==> src/rtl/seq_pkg.sv <==
// Shared types and opcode definitions for the instruction sequencer.
// The opcode set lives here so the decoder and any future tooling agree on it.
package seq_pkg;

    typedef enum logic [2:0] {
        ST_IDLE    = 3'd0,
        ST_FETCH   = 3'd1,
        ST_DECODE  = 3'd2,
        ST_EXECUTE = 3'd3,
        ST_HALTED  = 3'd4
    } state_t;

    // Opcodes are held zero-extended to 32 bits so any OPC_W up to 32 compares cleanly.
    localparam logic [31:0] OP_ADD  = 32'h1;
    localparam logic [31:0] OP_SUB  = 32'h2;
    localparam logic [31:0] OP_MUL  = 32'h3;
    localparam logic [31:0] OP_GCD  = 32'hB;
    localparam logic [31:0] OP_HALT = 32'hF;

    function automatic logic is_valid_op(input logic [31:0] op);
        return (op == OP_ADD) || (op == OP_SUB) || (op == OP_MUL) || (op == OP_GCD);
    endfunction

endpackage

==> src/rtl/seq_op_decoder.sv <==
// Combinational opcode classifier: flags datapath operations and the HALT opcode.
// Anything that is neither is treated as an undefined opcode by the sequencer.
module seq_op_decoder
    import seq_pkg::*;
#(
    parameter int OPC_W = 4
) (
    input  logic [OPC_W-1:0] opcode_i,
    output logic             valid_o,
    output logic             halt_o
);

    logic [31:0] opcode_ext;

    assign opcode_ext = 32'(opcode_i);
    assign valid_o    = is_valid_op(opcode_ext);
    assign halt_o     = (opcode_ext == OP_HALT);

endmodule

==> src/rtl/instr_sequencer.sv <==
// Instruction fetch/decode/dispatch sequencer with run/step modes, sticky HALTED and retire counter.
// Optional EXECUTE watchdog enabled by defining SEQ_TIMEOUT_EN.
module instr_sequencer
    import seq_pkg::*;
#(
    parameter int DATA_W    = 8,
    parameter int OPC_W     = 4,
    parameter int ADDR      = 5,
    parameter int INSTR_LEN = OPC_W + 2 * DATA_W,
    parameter int CNT_W     = 16,
    parameter int TIMEOUT   = 64
) (
    input  logic                 clk,
    input  logic                 reset,
    input  logic                 go,
    input  logic                 step_mode,
    input  logic [INSTR_LEN-1:0] instruction,
    input  logic                 done,
    output logic                 enable,
    output logic [ADDR-1:0]      pc,
    output logic [OPC_W-1:0]     opcode,
    output logic [DATA_W-1:0]    a,
    output logic [DATA_W-1:0]    b,
    output logic                 invalid_opcode,
    output logic                 busy,
    output logic                 halted,
    output logic [CNT_W-1:0]     retired,
    output logic                 timeout
);

    state_t             state_q, state_d;
    logic [ADDR-1:0]    pc_q, pc_d;
    logic [OPC_W-1:0]   opcode_q, opcode_d;
    logic [DATA_W-1:0]  a_q, a_d;
    logic [DATA_W-1:0]  b_q, b_d;
    logic [CNT_W-1:0]   retired_q, retired_d;
    logic               dec_valid;
    logic               dec_halt;

`ifdef SEQ_TIMEOUT_EN
    localparam int TMR_W = $clog2(TIMEOUT);
    logic [TMR_W-1:0]   tmr_q, tmr_d;
    logic               timeout_q, timeout_d;
`endif

    seq_op_decoder #(
        .OPC_W (OPC_W)
    ) u_dec (
        .opcode_i (opcode_q),
        .valid_o  (dec_valid),
        .halt_o   (dec_halt)
    );

    always_comb begin
        state_d   = state_q;
        pc_d      = pc_q;
        opcode_d  = opcode_q;
        a_d       = a_q;
        b_d       = b_q;
        retired_d = retired_q;
`ifdef SEQ_TIMEOUT_EN
        tmr_d     = '0;
        timeout_d = 1'b0;
`endif
        case (state_q)
            ST_IDLE: begin
                if (go) state_d = ST_FETCH;
            end
            ST_FETCH: begin
                opcode_d = instruction[INSTR_LEN-1 -: OPC_W];
                a_d      = instruction[2*DATA_W-1 -: DATA_W];
                b_d      = instruction[DATA_W-1:0];
                state_d  = ST_DECODE;
            end
            ST_DECODE: begin
                if (dec_halt) begin
                    state_d = ST_HALTED;
                end else if (dec_valid) begin
                    state_d = ST_EXECUTE;
                end else begin
                    // Undefined opcode is skipped like a completed instruction, minus the retire.
                    pc_d    = pc_q + 1'b1;
                    state_d = step_mode ? ST_IDLE : ST_FETCH;
                end
            end
            ST_EXECUTE: begin
                if (done) begin
                    pc_d      = pc_q + 1'b1;
                    retired_d = retired_q + 1'b1;
                    state_d   = step_mode ? ST_IDLE : ST_FETCH;
                end
`ifdef SEQ_TIMEOUT_EN
                else if (tmr_q == TMR_W'(TIMEOUT - 1)) begin
                    pc_d      = pc_q + 1'b1;
                    timeout_d = 1'b1;
                    state_d   = ST_IDLE;
                end else begin
                    tmr_d = tmr_q + 1'b1;
                end
`endif
            end
            ST_HALTED: begin
                if (go) begin
                    pc_d    = '0;
                    state_d = ST_FETCH;
                end
            end
            default: state_d = ST_IDLE;
        endcase
    end

    always_ff @(posedge clk or posedge reset) begin
        if (reset) begin
            state_q   <= ST_IDLE;
            pc_q      <= '0;
            opcode_q  <= '0;
            a_q       <= '0;
            b_q       <= '0;
            retired_q <= '0;
`ifdef SEQ_TIMEOUT_EN
            tmr_q     <= '0;
            timeout_q <= 1'b0;
`endif
        end else begin
            state_q   <= state_d;
            pc_q      <= pc_d;
            opcode_q  <= opcode_d;
            a_q       <= a_d;
            b_q       <= b_d;
            retired_q <= retired_d;
`ifdef SEQ_TIMEOUT_EN
            tmr_q     <= tmr_d;
            timeout_q <= timeout_d;
`endif
        end
    end

    assign enable         = (state_q == ST_EXECUTE);
    assign invalid_opcode = (state_q == ST_DECODE) && !dec_valid && !dec_halt;
    assign busy           = (state_q == ST_FETCH) || (state_q == ST_DECODE) || (state_q == ST_EXECUTE);
    assign halted         = (state_q == ST_HALTED);
    assign pc             = pc_q;
    assign opcode         = opcode_q;
    assign a              = a_q;
    assign b              = b_q;
    assign retired        = retired_q;
`ifdef SEQ_TIMEOUT_EN
    assign timeout        = timeout_q;
`else
    assign timeout        = 1'b0;
`endif

endmodule

==> config.mk <==
export PLATFORM = sky130hd
export DESIGN_NAME = instr_sequencer
export DESIGN_NICKNAME = d
export VERILOG_FILES = /design/src/rtl/seq_pkg.sv /design/src/rtl/seq_op_decoder.sv /design/src/rtl/instr_sequencer.sv
export SDC_FILE = /design/constraint.sdc
export NUM_CORES = 1
export LEC_CHECK = 0
export ABC_AREA = 1
export BUFFER_PORTS_ARGS = -buffer_cell sky130_fd_sc_hd__buf_4
export CAP_MARGIN = 25
export CORE_ASPECT_RATIO = 1.75
export CORE_UTILIZATION = 46
export CTS_BUF_LIST = sky130_fd_sc_hd__clkbuf_16
export CTS_CLUSTER_SIZE = 30
export DETAILED_ROUTE_END_ITERATION = 10
export GPL_TIMING_DRIVEN = 0
export PLACE_DENSITY = 0.75
export SYNTH_ARGS = -nofsm -noshare
export SYNTH_HDL_FRONTEND = slang
export SYNTH_SLANG_ARGS = --single-unit
==> constraint.sdc <==
create_clock -name clk -period 1.4 [get_ports clk]
set_clock_uncertainty 0.1 [all_clocks]
set_input_delay 0.28 -clock clk [delete_from_list [all_inputs] [get_ports clk]]
set_output_delay 0.28 -clock clk [all_outputs]
set_load 0.1 [all_outputs]
==> flow_metrics.py <==
metrics = {
    "run_status": {
        "status": "complete, but fails checks",
        "violations": "setup timing",
    },
    "route": {
        "wl_per_cell_um": 14.1,
        "routed_wirelength_um": 5760,
        "drtAntennaViolNets": 0,
        "first_iter_violations": 68,
        "drc": 0,
        "viasPerCell": 5.08,
        "num_vias": 2071,
        "drt_pass1_iterations": 4,
    },
    "setup_path": {
        "crit_fanout": 4,
        "worstSetupEndpointType": "output pin",
        "crit_required_ps": 1020,
        "r2r_start": "state_q[0]$_DFFE_PP0P_",
        "rrSetupSlack_ps": -330,
        "cpLargestDelayFamily": "flip-flops",
        "critPathArrivalTime_ps": 1440,
        "path_common_cell": "nor2_1",
        "cp-start-kind": "flop",
        "criticalPathCategory": "reg -> out",
        "max_stage_delay_ps": 490,
        "rr_endpoint": "b[3]$_DFFE_PP0N_",
        "slowest_stage": "dfrtp_4",
        "ff2ff_path_depth": 7,
        "crit_path_cell_trace": "nor2_1, nor2_1, nand2_1, inv_2, nor3_4, buf_12",
        "path_buf_inv": 2,
    },
    "floorplanning": {
        "die_x_um": 56.0,
        "rows": 34,
        "die-area_um2": 5410,
        "io_pins": 71,
        "start_util_pct": 47.6,
        "core_area_um2": 4930,
        "die_h_um": 96.6,
    },
    "final_layout": {
        "final_layout_size_suffix_gt1_share_pct": 53.7,
        "seqCellArea_um2": 1160,
        "postLayoutCellArea_um2": 3570,
        "area_growth_pct": 52.0,
        "num_antenna_cells": 0,
        "fill_cells": 363,
        "nets": 380,
        "multiInputGateArea_um2": 1210,
        "post-route-util_pct": 72.4,
    },
    "yosys": {
        "synth_top_area_cell": "dfrtp_1",
        "synth.most_common_cell": "nand2_1",
        "ys_types": 30,
        "syn-cell-area_um2": 2350,
        "syn_area_per_cell_um2": 9.08,
        "ys_ff_latch": 44,
        "ys_dominant_reg_cell": "dfrtp_1",
        "synthTopCellsByArea": "dfrtp_1, nand2_1, mux2_2",
        "synthArstFlopShare_pct": 100,
        "ys_seq_area_share_pct": 46.8,
        "synth_nets": 286,
        "synth_edf_count": 0,
        "synth_warnings": 0,
        "synthCells": 259,
        "synth_top_area_share_pct": 46.8,
        "synth_common_cells": "nand2_1, dfrtp_1, nor2_1, inv_1",
    },
    "clocking": {
        "clkSlewWorstSetupHoldPaths_ps": 60,
        "root_buffer": "clkbuf_16",
        "clk_path_buf_depth": 2,
        "htreeDepth": 2,
        "tritoncts": "yes",
        "cts_buffers": 5,
        "hold_buffers": 0,
        "clk_latency_ps": 280,
        "cts.sinks": 44,
    },
    "global_routing": {
        "grt_usage_pct": 22.3,
        "grt_first_pass_wirelength_um": 9310,
        "grt_pass1_vias": 2038,
        "grt-ovfl-total": 0,
        "antenna_found_initial": 0,
        "grt_max_degree": 45,
    },
    "sta": {
        "slew_violations": 0,
        "hold_ws_ps": 92.2,
        "setup_ws_ps": -419,
        "setup_violations": 47,
        "timing.fmax_mhz": 550,
        "grt_setup_unrepaired": "yes",
        "period_minus_slack_ps": 1820,
        "worstMarginPinSlew_ps": 959,
        "hold_viol": 0,
        "min_period_over_period_pct": 130,
        "slew-limit-headroom_pct": 36.0,
    },
    "placement": {
        "detailedPlace.worstSlack_ps": -238,
        "place_congestion": 0.743,
        "dp_hpwl_um": 3840,
        "postPlaceCellArea_um2": 3070,
        "port_buffers": 69,
    },
    "run": {
        "maxCapViolCount": 0,
    },
    "worst_hold_path": {
        "worst_hold_path_type": "in -> async",
    },
}
## timing repair
action                                  CTS  global route
resized for setup                        35            11
pin swaps                                 8             5
gates cloned                              2             0
buffers inserted                         14             2
endpoints found under the setup margin   48            56
## stage by stage
stage                     std cells  TNS, ps
after CTS                       406    -8910
after floorplan                 259    -5260
after global placement          382    -1680
after detailed placement        382    -2340
after global routing            408   -12520
final                           408    -9270
## flip-flops by register name, summed over array words and instances, names as in the netlist
name / cells
state_q: 3
a: 8
retired: 16
pc: 5
b: 8
opcode: 4
## cells in the final DEF (no fill, tap or decap), types with 3 or more instances in the layout
cell type / n
nand2_1: 67
buf_4: 63
inv_1: 22
nor2_1: 21
dfrtp_1: 20
buf_6: 19
nand2_2: 18
mux2_2: 15
nand3_1: 13
dfrtp_2: 13
dfrtp_4: 11
nand4_1: 6
inv_2: 5
buf_12: 5
clkbuf_16: 5
nor2_2: 4
nor2_4: 4
mux2_4: 4
xor2_1: 4
nor2_8: 3
o21ai_2: 3
xnor2_1: 3
## routing by layer
layer	vias to the layer above	track usage [%]	part of all wire (%)
met4	0	9.76	2.4
met5	-	0	0
li1	998	-	-
met2	48	44.1	60
met1	1011	22.1	35
met3	14	4.26	3.4
## cell families after synthesis
| group | after synthesis | share of synthesized area [%] |
|---|---|---|
| other | 1 | 0.160 |
| flip-flops | 44 | 46.8 |
| AND/OR/NAND/NOR | 144 | 29.3 |
| AO/OA/AOI/OAI | 8 | 2.18 |
| adder cells (fa/ha/maj) | 2 | 1.06 |
| XOR/XNOR | 9 | 3.99 |
| buffers and inverters | 31 | 6.44 |
| multiplexers | 20 | 10.1 |
## worst max-delay path by stage
stage	depth (start not counted)	endpoint	startpoint
after floorplan	5	invalid_opcode	opcode[0]$_DFFE_PP0N_
after global placement	6	invalid_opcode	opcode[0]$_DFFE_PP0N_
after detailed placement	6	invalid_opcode	opcode[0]$_DFFE_PP0N_
after CTS	6	invalid_opcode	opcode[1]$_DFFE_PP0N_
after global routing	6	invalid_opcode	opcode[1]$_DFFE_PP0N_
final	6	invalid_opcode	opcode[1]$_DFFE_PP0N_
## cell type report
type                            instances  area share [%]
Tap cell                               54            1.89
Multi-Input combinational cell        184            33.8
Timing Repair Buffer                   87            23.1
Clock inverter                          3           0.315
Inverter                               27            3.43
Sequential cell                        44            32.4
Buffer                                  4            1.61
Clock buffer                            5            3.50
Power is left out: the tool's default activity adds up to more than one toggle a clock period on the data nets, which glitch-free logic cannot reach.
